### config.mk
export PLATFORM = sky130hd
export DESIGN_NAME = seg_scan_display
export DESIGN_NICKNAME = d
export VERILOG_FILES = /design/src/rtl/seg_pkg.sv /design/src/rtl/seg7_decode.sv /design/src/rtl/seg_scan_display.sv
export SDC_FILE = /design/constraint.sdc
export NUM_CORES = 1
export LEC_CHECK = 0
export CAP_MARGIN = 10
export CELL_PAD_IN_SITES_DETAIL_PLACEMENT = 0
export CELL_PAD_IN_SITES_GLOBAL_PLACEMENT = 1
export CORE_ASPECT_RATIO = 1.4
export CORE_MARGIN = 2
export CORE_UTILIZATION = 49
export CTS_CLUSTER_SIZE = 30
export DETAILED_ROUTE_END_ITERATION = 8
export GPL_ROUTABILITY_DRIVEN = 1
export PLACE_DENSITY = 0.94
export SLEW_MARGIN = 20
export SYNTH_ARGS = -nofsm -noshare
export SYNTH_HDL_FRONTEND = slang
export SYNTH_SLANG_ARGS = --single-unit
### constraint.sdc
create_clock -name clk -period 4.4 [get_ports clk]
set_input_delay 1.32 -clock clk [delete_from_list [all_inputs] [get_ports clk]]
set_output_delay 1.32 -clock clk [all_outputs]
set_load 0.02 [all_outputs]
### src/rtl/seg_pkg.sv
// seg_pkg
// Shared definitions for the multiplexed seven-segment scanner.
//   CODE_W     : width of one digit code
//   BLANK/DASH : special digit codes
//   SEG_*      : active-low segment patterns ordered {g,f,e,d,c,b,a}
package seg_pkg;

  localparam int CODE_W = 5;

  typedef logic [CODE_W-1:0] code_t;
  typedef logic [6:0]        seg_t;

  localparam code_t BLANK = 5'd10;
  localparam code_t DASH  = 5'd11;

  localparam seg_t SEG_0     = 7'b1000000;
  localparam seg_t SEG_1     = 7'b1111001;
  localparam seg_t SEG_2     = 7'b0100100;
  localparam seg_t SEG_3     = 7'b0110000;
  localparam seg_t SEG_4     = 7'b0011001;
  localparam seg_t SEG_5     = 7'b0010010;
  localparam seg_t SEG_6     = 7'b0000010;
  localparam seg_t SEG_7     = 7'b1111000;
  localparam seg_t SEG_8     = 7'b0000000;
  localparam seg_t SEG_9     = 7'b0010000;
  localparam seg_t SEG_BLANK = 7'b1111111;
  localparam seg_t SEG_DASH  = 7'b0111111;

endpackage

### src/rtl/seg7_decode.sv
// seg7_decode
// Combinational digit-code to segment-pattern decoder.
//   i_code : 5-bit digit code (0..9 digits, 11 dash, everything else blank)
//   o_seg  : active-low segments {g,f,e,d,c,b,a}
module seg7_decode
  import seg_pkg::*;
(
  input  code_t i_code,
  output seg_t  o_seg
);

  // Pure lookup; every code outside 0..9 and DASH shows nothing.
  always_comb begin
    o_seg = SEG_BLANK;
    case (i_code)
      5'd0:    o_seg = SEG_0;
      5'd1:    o_seg = SEG_1;
      5'd2:    o_seg = SEG_2;
      5'd3:    o_seg = SEG_3;
      5'd4:    o_seg = SEG_4;
      5'd5:    o_seg = SEG_5;
      5'd6:    o_seg = SEG_6;
      5'd7:    o_seg = SEG_7;
      5'd8:    o_seg = SEG_8;
      5'd9:    o_seg = SEG_9;
      DASH:    o_seg = SEG_DASH;
      default: o_seg = SEG_BLANK;
    endcase
  end

endmodule

### src/rtl/seg_scan_display.sv
// seg_scan_display
// Time-multiplexed driver for N_DIGITS seven-segment digits with tear-free
// loading, leading-zero suppression, per-digit blinking and anode guard time.
//   clk, rst_n  : clock, asynchronous active-low reset
//   digits      : packed 5-bit codes, slice 0 = least significant digit
//   load        : capture digits into the shadow register
//   lzs         : leading-zero suppression enable (live)
//   blink_mask  : per-digit blink enable (live)
//   seg         : registered active-low segments {g,f,e,d,c,b,a}
//   an          : registered active-low one-hot anode select
//   frame_done  : one-cycle pulse after each frame wrap
module seg_scan_display
  import seg_pkg::*;
#(
  parameter int N_DIGITS     = 4,
  parameter int CLK_DIV      = 50000,
  parameter int GUARD        = 2,
  parameter int BLINK_FRAMES = 64
) (
  input  logic                       clk,
  input  logic                       rst_n,
  input  logic [CODE_W*N_DIGITS-1:0] digits,
  input  logic                       load,
  input  logic                       lzs,
  input  logic [N_DIGITS-1:0]        blink_mask,
  output logic [6:0]                 seg,
  output logic [N_DIGITS-1:0]        an,
  output logic                       frame_done
);

  localparam int PW = $clog2(CLK_DIV);
  localparam int IW = (N_DIGITS > 1) ? $clog2(N_DIGITS) : 1;
  localparam int BW = (BLINK_FRAMES > 1) ? $clog2(BLINK_FRAMES) : 1;

  localparam logic [PW-1:0] PRESC_LAST = PW'(CLK_DIV - 1);
  localparam logic [PW-1:0] GUARD_END  = PW'(GUARD);
  localparam logic [IW-1:0] IDX_LAST   = IW'(N_DIGITS - 1);
  localparam logic [BW-1:0] BLINK_LAST = BW'(BLINK_FRAMES - 1);

  logic [PW-1:0]              r_presc;
  logic [IW-1:0]              r_idx;
  logic [CODE_W*N_DIGITS-1:0] r_shadow;
  logic [CODE_W*N_DIGITS-1:0] r_active;
  logic [BW-1:0]              r_blink_cnt;
  logic                       r_blink_on;
  logic [6:0]                 r_seg;
  logic [N_DIGITS-1:0]        r_an;
  logic                       r_frame_done;

  logic                w_slot_end;
  logic                w_frame_wrap;
  code_t               w_code_raw;
  logic                w_nz_at_or_above;
  logic                w_blink_sel;
  code_t               w_code;
  seg_t                w_seg;
  logic [N_DIGITS-1:0] w_an;

  assign w_slot_end   = (r_presc == PRESC_LAST);
  assign w_frame_wrap = w_slot_end && (r_idx == IDX_LAST);

  // Prescaler and digit index. frame_done is registered off the wrap so it
  // is high during the first cycle of the new frame.
  always_ff @(posedge clk or negedge rst_n) begin
    if (!rst_n) begin
      r_presc      <= '0;
      r_idx        <= '0;
      r_frame_done <= 1'b0;
    end else begin
      r_frame_done <= w_frame_wrap;
      if (w_slot_end) begin
        r_presc <= '0;
        r_idx   <= (r_idx == IDX_LAST) ? '0 : r_idx + 1'b1;
      end else begin
        r_presc <= r_presc + 1'b1;
      end
    end
  end

  // Double buffering: the displayed digits only change at a frame wrap, and
  // they take the shadow value from before a simultaneous load.
  always_ff @(posedge clk or negedge rst_n) begin
    if (!rst_n) begin
      r_shadow <= {N_DIGITS{BLANK}};
      r_active <= {N_DIGITS{BLANK}};
    end else begin
      if (load) begin
        r_shadow <= digits;
      end
      if (w_frame_wrap) begin
        r_active <= r_shadow;
      end
    end
  end

  // Blink phase flips once every BLINK_FRAMES frame wraps.
  always_ff @(posedge clk or negedge rst_n) begin
    if (!rst_n) begin
      r_blink_cnt <= '0;
      r_blink_on  <= 1'b1;
    end else if (w_frame_wrap) begin
      if (r_blink_cnt == BLINK_LAST) begin
        r_blink_cnt <= '0;
        r_blink_on  <= ~r_blink_on;
      end else begin
        r_blink_cnt <= r_blink_cnt + 1'b1;
      end
    end
  end

  // Select the current digit. A digit is a suppressible leading zero when it
  // and every more significant digit hold code 0; digit 0 is always shown.
  always_comb begin
    w_code_raw       = BLANK;
    w_nz_at_or_above = 1'b0;
    w_blink_sel      = 1'b0;
    w_an             = '1;
    for (int j = 0; j < N_DIGITS; j++) begin
      if (r_idx == IW'(j)) begin
        w_code_raw  = r_active[j*CODE_W +: CODE_W];
        w_blink_sel = blink_mask[j];
        if (r_presc >= GUARD_END) begin
          w_an[j] = 1'b0;
        end
      end
      if ((IW'(j) >= r_idx) && (r_active[j*CODE_W +: CODE_W] != '0)) begin
        w_nz_at_or_above = 1'b1;
      end
    end
    w_code = w_code_raw;
    if (lzs && (r_idx != '0) && !w_nz_at_or_above) begin
      w_code = BLANK;
    end
    if (!r_blink_on && w_blink_sel) begin
      w_code = BLANK;
    end
  end

  seg7_decode u_decode (
    .i_code (w_code),
    .o_seg  (w_seg)
  );

  // Registered pin drivers, one cycle behind the index/prescaler state.
  always_ff @(posedge clk or negedge rst_n) begin
    if (!rst_n) begin
      r_seg <= SEG_BLANK;
      r_an  <= '1;
    end else begin
      r_seg <= w_seg;
      r_an  <= w_an;
    end
  end

  assign seg        = r_seg;
  assign an         = r_an;
  assign frame_done = r_frame_done;

endmodule

# Word-level counts from Yosys, hierarchy flattened
# Memories as Yosys holds them, arrays and structs flattened.
# Index checks and enable logic that the tools add are counted.
dict set report word_totals {
  n_memories 1
  word_cells 64
  ff_bits 77
  rom_bits 112
  in_bits 28
  output_inout_bits 12
}
# memory words word_bits read_ports rd_ports_with_merged_regs wr line_no
set memory_table {}
lappend memory_table {{(no name shown)} 16 7 1 0 0 seg7_decode.sv:15} ;# case (i_code)
dict set report classes {
  n_eq_ne 5
  addsub 3
  n_bitwise 1
  muxes 23
  n_lt_le_gt_ge 5
  n_reduce_logical 17
}
# op count
set ops {}
lappend ops {{2-to-1 mux 5 bit} 6}
lappend ops {{nonzero test 5 bit} 4}
lappend ops {{adder 16 x 1 -> 16 bit (second input constant)} 1}
lappend ops {{equality test 16 bit (second input constant)} 1}
lappend ops {{greater-or-equal comparator 16 x 2 -> 1 bit (second input constant)} 1}
lappend ops {{2-to-1 mux 16 bit} 1}
lappend ops {{2-to-1 mux 1 bit} 13}
lappend ops {{logical AND 1 bit} 8}
lappend ops {{2-to-1 mux 7 bit} 1}
lappend ops {{adder 6 x 1 -> 6 bit (second input constant)} 1}
lappend ops {{equality test 6 bit (second input constant)} 1}
lappend ops {{2-to-1 mux 6 bit} 1}
lappend ops {{equality test 2 bit (second input constant)} 2}
lappend ops {{greater-or-equal comparator 1 x 2 -> 1 bit (first input constant)} 2}
lappend ops {{greater-or-equal comparator 2 bit (first input constant)} 2}
lappend ops {{adder 2 x 1 -> 2 bit (second input constant)} 1}
lappend ops {{equality test 2 x 1 -> 1 bit (second input constant)} 1}
lappend ops {{zero test 1 bit} 2}
lappend ops {{zero test 2 bit} 1}
lappend ops {{2-to-1 mux 2 bit} 1}
lappend ops {{AND reduction 2 bit} 1}
lappend ops {{nonzero test 2 bit} 1}
lappend ops {{inverter 1 bit} 1}

# Depth between registers and ports, before layout
# Gate-level depths: netlist of run 1.
# An unclocked memory read counts as a cell.
dict set report logic_depth {
  word_depth 12
  depth_mapped 11
  depth_no_buf 11
}

# By module
# Synthesis of run 1 repeated with hierarchy kept, for this count alone.
dict set report hier_totals {
  hier_cells 312
  area_unflattened_um2 3767.4
}
# mod seq_area_each_um2 area_each_um2 cells_per_inst instances
set by_module_without_submodules {}
lappend by_module_without_submodules {seg_scan_display 1961.9 3518.4 278 1}
lappend by_module_without_submodules {seg7_decode 0.0 249.0 34 1}

# Least setup slack after synthesis of run 1
# Ideal clock, no wire load.
dict set report synth_timing {
  path_kind {input to register}
  from {input port blink_mask[1]}
  to {register r_seg[5], in the netlist seg[5]}
  required_time_ps 4321
  stages 9
  setup_slack_ps 1544
  path_buffers 0
  setup_time_ps 79
  t_arrival_ps 2777
  cell_sequence {a21oi_1 -> a221o_1 -> a21oi_1 -> nor2_1 -> and2_1 -> ha_1 -> o21ai_0 -> o21ai_0 -> o21ai_0}
}
dict set report synth_via {
  elab_chain_len 7
}
# item line_no
set synth_lines {}
lappend synth_lines {{from (decl)} seg_scan_display.sv:25} ;# input logic [N_DIGITS-1:0] blink_mask,
lappend synth_lines {{2-to-1 mux 1 bit * (3 in a row)} seg_scan_display.sv:119} ;# if (r_idx == IW'(j)) begin
lappend synth_lines {{logical AND 1 bit *} seg_scan_display.sv:134} ;# if (!r_blink_on && w_blink_sel) begin
lappend synth_lines {{2-to-1 mux 5 bit *} seg_scan_display.sv:134}
lappend synth_lines {{memory read (16 x 7 bit)} -}
lappend synth_lines {{2-to-1 mux 7 bit *} seg7_decode.sv:15}
lappend synth_lines {{net u_decode.o_seg[5]} seg7_decode.sv:9} ;# output seg_t o_seg
lappend synth_lines {{to (signal assigned)} seg_scan_display.sv:150} ;# r_seg <= w_seg;
lappend synth_lines {{to (decl)} seg_scan_display.sv:46} ;# logic [6:0] r_seg;
# Mark *: on every way through the listed nets, which the timed path passes. The rest lies on a longest branch.
# A chain may end at the register's enable or synchronous reset.

# Worst setup path in the final report of run 1
# Same ends and word-level chain as after synthesis.

==> flow_metrics.env, run 1 <==
export IMPL_hold_slack_ps=492
export IMPL_fin_skew_ps=11.3
export IMPL_hold_violations=0
export IMPL_clock_sinks=77
export IMPL_cap_viol_max_count=0
export IMPL_drc=0
export IMPL_synth_avg_cell_area_um2=12.3
export IMPL_viasPerCell=5.42
export IMPL_pwr_density_cell_nw_per_um2=323
export IMPL_crit_buf_inv=1
export IMPL_die_height_um=106
export IMPL_path_cells="clkdlybuf4s50_1, a21oi_1, a221o_1, a21oi_1, nor2_1, and2_1, ha_1, o21ai_0, o21ai_0, o21ai_0"
export IMPL_worstReg2RegStart="r_idx[1]$_DFFE_PN0N_"
export IMPL_yosysSeqAreaShare=0.541
export IMPL_grt_ovfl_total=0
export IMPL_setup_viol=0
export IMPL_max_stage_delay_ps=470
export IMPL_mostFrequentLayoutCell="dfrtp_1"
export IMPL_critPathKind="in2reg"
export IMPL_clock_fmax_ghz=0.312
export IMPL_worst_setup_hold_path_clk_slew_ps=80
export IMPL_reg2regPathDepth=11
export IMPL_stdcell_count=441
export IMPL_critPathCaptureType="flip-flop"
export IMPL_min_path_type="reg2reg"
export IMPL_clock_path_buffers=2
export IMPL_rsz0062_at_grt="no"
export IMPL_synth_compound_area_frac=0.0738
export IMPL_synth_adder_area_share=0.0448
export IMPL_start_kind="primary input"
export IMPL_io_pins=40
export IMPL_synth_top_family_by_area="multiplexers"
export IMPL_first_pass_iters=4
export IMPL_wl_per_cell_um=15.3
export IMPL_pre_cts_ws_ps=867
export IMPL_netlist_top_cells_area="dfrtp_1, dfstp_2, mux2_2"
export IMPL_arrival_ps=3490
export IMPL_gp_congestion=0.916
export IMPL_status="finished, final reports clean"
export IMPL_r2r_end="seg[5]$_DFF_PN1_"
export IMPL_post_route_period_util=0.730
export IMPL_ant_nets=0
export IMPL_dpl_hpwl_mm=4.87
export IMPL_grt_use_total=0.183
export IMPL_period_needed_ps=3210
export IMPL_p_leak_nw=1.92
export IMPL_grt_start_max_net_pins=31
export IMPL_hold_path_depth=1
export IMPL_core_area_um2=7270
export IMPL_io_buffers=39
export IMPL_peakVddDrop_v=0.000172
export IMPL_maxSlewHeadroom=0.296
export IMPL_vias=2391
export IMPL_rrSetupSlack_ps=1550
export IMPL_antenna_found_initial=0
export IMPL_fin_area_um2=4310
export IMPL_postCtsSetupRepairBufs=0
export IMPL_hold_end="r_blink_cnt[5]$_DFFE_PN0P_"
export IMPL_hp_start="r_blink_cnt[5]$_DFFE_PN0P_"
export IMPL_grt_pass1_vias=2495
export IMPL_rows=37
export IMPL_cpMostUsedCell="o21ai_0"
export IMPL_finalSetupTns_ps=0
export IMPL_crit_required_ps=4680
export IMPL_slew_viol_final=0
export IMPL_synth_cell_type_count=45
export IMPL_yosys_area_share_simple=0.133
export IMPL_worstSetupPathDepth=10
export IMPL_die_w_um=76.7
export IMPL_postCtsResizedCells=0
export IMPL_slowest_stage="clkdlybuf4s50_1"
export IMPL_drt_iter0_drc=137
export IMPL_start_util=0.499
export IMPL_clk_latency_ps=350
export IMPL_cts_max_level=3
export IMPL_worst_pin_slew_ps=1050
export IMPL_yosysWarningCount=0
export IMPL_synthXorXnorAreaFrac=0.0410
export IMPL_wl_mm=6.76
export IMPL_synthMuxAreaShare=0.143
export IMPL_cts_tree="done"
export IMPL_place_inst=425
export IMPL_yosysTopAreaCellShare=0.338
export IMPL_cts_hold_buffers=0
export IMPL_dieArea_um2=8120
export IMPL_drive_gt1_frac=0.265
export IMPL_synth_fp_nets=336
export IMPL_cts_root_buf="clkbuf_8"
export IMPL_synth_top_area_cell="dfrtp_1"
export IMPL_post_dp_cell_area_um2=4100
export IMPL_synth_area_um2=3630
export IMPL_grt_first_pass_wirelength_mm=11.7
export IMPL_post_synth_inst_count=295
export IMPL_ys_ff_latch=77
export IMPL_layout_common_cells="dfrtp_1, clkdlybuf4s50_1, mux2_2, dfstp_2, nand2_1"
export IMPL_syn2layout_area_growth_pct=18.8
export IMPL_cts_made_buffers=9
export IMPL_layout_setup_ws_ps=1190
export IMPL_critPathTopFamily="compound AO/OA/AOI/OAI gates"
export IMPL_antennaDiodeCount=0
export IMPL_fin_nets=380
export IMPL_crit_path_max_fanout=4
-- synth_stat cells --
cell type / number
dfrtp_1: 49
mux2_2: 35
dfstp_2: 28
nand2_1: 23
nor2_1: 20
nand3_1: 14
ha_1: 13
o21ai_0: 11
xor2_1: 11
inv_1: 9
and3_1: 7
mux2_4: 7
xnor2_1: 6
nor3_1: 5
buf_2: 4
nand2b_1: 4
o211ai_1: 4
nor2b_1: 3
nor4_1: 3
or4_1: 3
a21oi_1: 2
a22oi_1: 2
a32oi_1: 2
and2_1: 2
buf_6: 2
clkbuf_1: 2
mux2i_1: 2
o211a_1: 2
o22ai_1: 2
o31ai_1: 2
or3_1: 2
a2111oi_4: 1
a21boi_0: 1
a221o_1: 1
a311o_1: 1
nand3b_1: 1
nand4_4: 1
nor3b_1: 1
nor4_4: 1
nor4b_1: 1
o2111a_1: 1
o221ai_1: 1
o311ai_0: 1
o311ai_1: 1
or2_0: 1
-- report_power, final --
part | internal, mW | total [mW] | leakage [nW] | switching (mW)
Sequential | 0.738 | 0.748 | 0.935 | 0.0105
Clock | 0.308 | 0.558 | 0.106 | 0.250
Combinational | 0.0483 | 0.0836 | 0.878 | 0.0353
-- cell type report --
type                    count  area [um2]
inverters                   9        33.8
clock buffers              13         169
multi-input cells         201        1580
flip-flops and latches     77        1960
well taps                  97         121
repair buffers             41         400
clock inverters             3        42.5
fillers                   618        2960
-- metrics by stage --
stage | utilization | total power, mW
floorplan | - | 0.793
global placement | 0.564 | 0.843
detailed placement | 0.564 | 0.847
CTS | 0.593 | 1.40
global route | 0.593 | 1.44
finish | 0.593 | 1.39
-- cell families after synthesis --
logic type               Yosys count
AND/OR/NAND/NOR                   92
flip-flops                        77
multiplexers                      44
AO/OA/AOI/OAI                     35
XOR/XNOR                          17
buffers and inverters             17
adder cells (fa/ha/maj)           13
-- flip-flops by register name, summed over array words and instances (netlist names) --
register     count
r_idx            2
r_blink_cnt      6
r_blink_on       1
seg              7
r_shadow        20
an               4
r_presc         16
frame_done       1
r_active        20
-- routing by layer --
| metal | GRT usage | vias up | wire length, um | share of wire |
|---|---|---|---|---|
| met1 | 0.217 | 1199 | 2800 | 0.41 |
| met4 | 0.0792 | 0 | 127 | 0.019 |
| met5 | 0 | - | 0 | 0 |
| met2 | 0.313 | 47 | 3540 | 0.52 |
| met3 | 0.0454 | 10 | 288 | 0.043 |
| li1 | - | 1135 | - | - |
-- worst max-delay path by stage --
| stage | end | start | slack, ps |
|---|---|---|---|
| after detailed placement | seg[5]$_DFF_PN1_ | blink_mask[1] | 870 |
| after floorplan | seg[5]$_DFF_PN1_ | blink_mask[1] | 1540 |
| final | seg[5]$_DFF_PN1_ | blink_mask[1] | 1190 |
| after CTS | seg[5]$_DFF_PN1_ | blink_mask[1] | 1230 |
| after global placement | seg[5]$_DFF_PN1_ | blink_mask[1] | 920 |
| after global routing | seg[5]$_DFF_PN1_ | blink_mask[1] | 1040 |
(Power assumes the default switching activity.)
==> inputs of run 2 (changes only) <==
- CORE_UTILIZATION: 49 -> 45
- PLACE_DENSITY: 0.94 -> 0.88
- clock period: 4.4 -> 3.27 ns (I/O delays scaled with it)
==> flow_metrics.env, run 2 (synthesis results as in run 1) <==
export IMPL_status="finished, final reports clean"
export IMPL_met3_length_um=266
export IMPL_finalSetupTns_ps=0
export IMPL_crit_buf_inv=1
export IMPL_min_path_type="reg2reg"
export IMPL_antenna_found_initial=0
export IMPL_ant_nets=0
export IMPL_arrival_ps=3050
export IMPL_grt_pass1_vias=2396
export IMPL_fill_cells=686
export IMPL_slowest_stage="ha_1"
export IMPL_clk_latency_ps=360
export IMPL_wl_mm=7.02
export IMPL_start_util=0.465
export IMPL_critPathKind="reg2reg"
export IMPL_vias=2393
export IMPL_worstReg2RegStart="r_idx[1]$_DFFE_PN0N_"
export IMPL_cts_tree="done"
export IMPL_peakVddDrop_v=0.000220
export IMPL_postCtsSetupRepairBufs=0
export IMPL_rsz0062_at_grt="no"
export IMPL_clock_path_buffers=2
export IMPL_period_needed_ps=2770
export IMPL_grt_ovfl_total=0
export IMPL_cts_root_buf="clkbuf_8"
export IMPL_antennaDiodeCount=0
export IMPL_clock_fmax_ghz=0.361
export IMPL_max_stage_delay_ps=520
export IMPL_fin_util=0.559
export IMPL_start_kind="flip-flop"
export IMPL_setup_viol=0
export IMPL_hold_violations=0
export IMPL_drt_iter0_drc=110
export IMPL_cts_made_buffers=9
export IMPL_die_height_um=110
export IMPL_io_buffers=39
export IMPL_fin_nets=383
export IMPL_critPathCaptureType="flip-flop"
export IMPL_worst_pin_slew_ps=667
export IMPL_reg2regPathDepth=11
export IMPL_clock_sinks=77
export IMPL_drc=0
export IMPL_grt_first_pass_wirelength_mm=11.4
export IMPL_cts_max_level=3
export IMPL_hold_end="r_blink_cnt[2]$_DFFE_PN0P_"
export IMPL_critPathTopFamily="compound AO/OA/AOI/OAI gates"
export IMPL_first_pass_iters=4
export IMPL_grt_use_total=0.172
export IMPL_grt_start_max_net_pins=49
export IMPL_syn2layout_area_growth_pct=20.2
export IMPL_cts_hold_buffers=0
export IMPL_drt_met1_wl_mm=2.92
export IMPL_p_leak_nw=1.94
export IMPL_maxSlewHeadroom=0.551
export IMPL_worst_setup_hold_path_clk_slew_ps=80
export IMPL_multi_input_area_um2=1580
export IMPL_gp_congestion=0.861
export IMPL_finalPower_mw=1.92
export IMPL_post_route_period_util=0.846
export IMPL_hold_path_depth=1
export IMPL_fin_skew_ps=6.37
export IMPL_io_pins=40
export IMPL_worstSetupPathDepth=11
export IMPL_rows=38
export IMPL_mostFrequentLayoutCell="dfrtp_1"
export IMPL_dpl_hpwl_mm=5.02
export IMPL_crit_path_max_fanout=14
export IMPL_highest_signal_layer="met4"
export IMPL_drive_gt1_frac=0.274
export IMPL_rrSetupSlack_ps=500
export IMPL_met2WireLength_mm=3.58
export IMPL_cap_viol_max_count=0
export IMPL_post_dp_cell_area_um2=4140
export IMPL_die_w_um=79.9
export IMPL_seqCellArea_um2=1960
export IMPL_hp_start="r_blink_cnt[2]$_DFFE_PN0P_"
export IMPL_path_cells="inv_1, ha_1, a21oi_1, a221o_1, a21oi_1, nor2_1, and2_1, ha_1, o21ai_0, o21ai_0, o21ai_0"
export IMPL_cpMostUsedCell="o21ai_0"
export IMPL_wl_per_cell_um=15.7
export IMPL_pwr_density_cell_nw_per_um2=441
export IMPL_viasPerCell=5.35
export IMPL_r2r_end="seg[5]$_DFF_PN1_"
export IMPL_reg_largest_list="r_active: 20 flops, r_shadow: 20 flops, r_presc: 16 flops"
export IMPL_fin_area_um2=4360
export IMPL_core_area_um2=7800
export IMPL_postCtsResizedCells=0
export IMPL_layout_common_cells="dfrtp_1, clkdlybuf4s50_1, mux2_2, dfstp_2, nand2_1"
export IMPL_slew_viol_final=0
export IMPL_dieArea_um2=8810
export IMPL_crit_required_ps=3560
## run 2: cell types whose count changed in the layout (fill, tap and decap cells not counted), sizes merged
cell / before / now
bufinv: 1 / 2
buf: 3 / 6
clkinv: 1 / 3
clkbuf: 13 / 9
inv: 9 / 10
## run 2: through the flow
stage | hold WS [ps] | cells | setup slack, ps
after floorplan | 446 | 295 | 753
after global placement | 472 | 431 | 237
after detailed placement | 474 | 431 | 227
after CTS | 490 | 447 | 510
after global routing | 518 | 447 | 212
final | 487 | 447 | 503
## run 2: worst max-delay path by stage
stage / from / to
after floorplan: blink_mask[1] / seg[5]$_DFF_PN1_
after global placement: blink_mask[1] / seg[5]$_DFF_PN1_
after detailed placement: blink_mask[1] / seg[5]$_DFF_PN1_
after CTS: r_idx[1]$_DFFE_PN0N_ / seg[5]$_DFF_PN1_
after global routing: r_idx[1]$_DFFE_PN0N_ / seg[5]$_DFF_PN1_
final: r_idx[1]$_DFFE_PN0N_ / seg[5]$_DFF_PN1_
## run 2: cell type report
class                      count  area share
clock buffer                   9      0.0284
clock inverter                 7      0.0227
inverter                       9     0.00775
multi-input combinational    201       0.363
sequential                    77       0.450
tap                          100      0.0287
timing repair buffer          44      0.0999
## run 2: routing by layer
metal,track usage,up-vias
li1,-,1144
met1,0.206,1164
met2,0.285,65
met3,0.0269,20
met4,0.115,0
met5,0,-
## run 2: report_power, final
group / internal [mW] / switching, mW / leakage (nW)
Clock: 0.433 / 0.371 / 0.110
Combinational: 0.0671 / 0.0473 / 0.898
Sequential: 0.993 / 0.0139 / 0.935
==> inputs of run 3 (changes only) <==
- CORE_UTILIZATION: 45 -> 41
- PLACE_DENSITY: 0.88 -> 0.85
- clock period: 3.27 -> 2.48 ns (I/O delays scaled with it)
==> flow_metrics.env, run 3 (synthesis results as in run 1) <==
export IMPL_status="finished, final reports clean"
export IMPL_fin_skew_ps=3.38
export IMPL_worst_setup_hold_path_clk_slew_ps=60
export IMPL_grt_pass1_vias=2528
export IMPL_dpl_hpwl_mm=5.11
export IMPL_die_w_um=83.5
export IMPL_dieArea_um2=9630
export IMPL_postCtsSetupRepairBufs=0
export IMPL_p_leak_nw=2.06
export IMPL_grt_start_max_net_pins=37
export IMPL_fill_cells=767
export IMPL_start_kind="primary input"
export IMPL_drc=0
export IMPL_hold_violations=0
export IMPL_setup_viol=0
export IMPL_cp_startpoint="blink_mask[1]"
export IMPL_grt_ovfl_total=0
export IMPL_clock_fmax_ghz=0.415
export IMPL_multi_input_area_um2=1630
export IMPL_cts_hold_buffers=0
export IMPL_vias=2437
export IMPL_drt_iter0_drc=101
export IMPL_critPathKind="in2reg"
export IMPL_slowest_stage="clkdlybuf4s50_1"
export IMPL_clk_latency_ps=330
export IMPL_grt_use_total=0.160
export IMPL_cap_viol_max_count=0
export IMPL_critPathCaptureType="flip-flop"
export IMPL_mostFrequentLayoutCell="dfrtp_1"
export IMPL_antennaDiodeCount=0
export IMPL_start_util=0.421
export IMPL_worst_pin_slew_ps=655
export IMPL_maxSlewHeadroom=0.559
export IMPL_period_needed_ps=2410
export IMPL_reg_largest_list="r_active: 20 flops, r_shadow: 20 flops, r_presc: 16 flops"
export IMPL_layout_common_cells="dfrtp_1, clkdlybuf4s50_1, mux2_2, dfstp_2, nand2_1"
export IMPL_peakVddDrop_v=0.000413
export IMPL_grt_first_pass_wirelength_mm=12.3
export IMPL_clock_path_buffers=2
export IMPL_cts_max_level=3
export IMPL_ant_nets=0
export IMPL_rows=40
export IMPL_cts_root_buf="clkbuf_16"
export IMPL_pwr_density_cell_nw_per_um2=647
export IMPL_place_inst=447
export IMPL_io_pins=40
export IMPL_r2r_end="seg[4]$_DFF_PN1_"
export IMPL_crit_path_max_fanout=3
export IMPL_first_pass_iters=5
export IMPL_cts_made_buffers=9
export IMPL_core_area_um2=8610
export IMPL_crit_required_ps=2710
export IMPL_syn2layout_area_growth_pct=27.6
export IMPL_finalPower_mw=3.00
export IMPL_layout_setup_ws_ps=68.4
export IMPL_reg2regPathDepth=9
export IMPL_wl_mm=7.08
export IMPL_fin_nets=394
export IMPL_cts_tree="done"
export IMPL_path_cells="clkdlybuf4s50_1, a21oi_2, a221o_1, a21oi_2, nor2_1, nand2_1, ha_1, inv_1, o31ai_1"
export IMPL_cpMostUsedCell="a21oi_2"
export IMPL_clock_sinks=77
export IMPL_seqCellArea_um2=1960
export IMPL_viasPerCell=5.26
export IMPL_stdcell_count=463
export IMPL_worstReg2RegStart="r_idx[0]$_DFFE_PN0N_"
export IMPL_arrival_ps=2640
export IMPL_slew_viol_final=0
export IMPL_min_path_type="in2async"
export IMPL_io_buffers=39
export IMPL_post_route_period_util=0.972
export IMPL_pre_cts_ws_ps=-286
export IMPL_drive_gt1_frac=0.324
export IMPL_gp_congestion=0.929
export IMPL_max_stage_delay_ps=480
export IMPL_rrSetupSlack_ps=140
export IMPL_die_height_um=115
export IMPL_antenna_found_initial=0
export IMPL_wl_per_cell_um=15.3
export IMPL_fin_util=0.538
[run 3: cell types whose count changed in the layout (fill, tap and decap cells not counted), moves of 4 or more]
cell	before	now
ha_1	13	9
clkbuf_8	9	1
buf_4	4	16
clkbuf_16	0	9
[run 3: timing repair]
item	4_1_cts	5_1_grt
endpoints found under the setup margin	3	7
gates resized for setup	2	12
pin swaps	0	1
cloned	0	0
hold endpoints to repair	0	0
[run 3: metal layers]
metal | vias up | global-route usage | part of all wire
li1 | 1167 | - | -
met1 | 1215 | 0.197 | 0.42
met2 | 47 | 0.278 | 0.53
met3 | 8 | 0.0345 | 0.034
met4 | 0 | 0.0634 | 0.016
met5 | - | 0 | 0
[run 3: report_power, final]
group / internal, mW / switching (mW)
sequential: 1.31 / 0.0177
clock: 1.01 / 0.502
combinational: 0.0916 / 0.0648
total: 2.41 / 0.585
[run 3: worst max path at each step]
stage | slack [ps] | end | depth (start not counted)
after floorplan | 180 | seg[5]$_DFF_PN1_ | 11
after global placement | -200 | seg[5]$_DFF_PN1_ | 10
after detailed placement | -290 | seg[4]$_DFF_PN1_ | 8
after CTS | 10 | seg[5]$_DFF_PN1_ | 10
after global routing | -50 | seg[5]$_DFF_PN1_ | 10
final | 70 | seg[2]$_DFF_PN1_ | 9
[run 3: critical path, delay by kind of cell]
| kind | cells | cell delay, ps |
|---|---|---|
| AO/OA/AOI/OAI | 4 | 910 |
| adder cells (fa/ha/maj) | 1 | 190 |
| buffers and inverters | 2 | 560 |
| AND/OR/NAND/NOR | 2 | 230 |
[run 3: stage by stage]
step                      cell area [um2]  hold slack, ps  setup TNS [ps]
after global routing                 4630             334           -55.2
after CTS                            4580             318               0
after global placement               4230             470            -919
after floorplan                      3630             446               0
after detailed placement             4230             481           -1570
final                                4630             311               0
[run 3: cell type report]
class / instances / share of cell area
well taps: 105 / 0.0284
multi-input cells: 201 / 0.353
flip-flops and latches: 77 / 0.424
inverters: 9 / 0.00730
clock inverters: 6 / 0.0238
clock buffers: 10 / 0.0516
repair buffers: 55 / 0.112
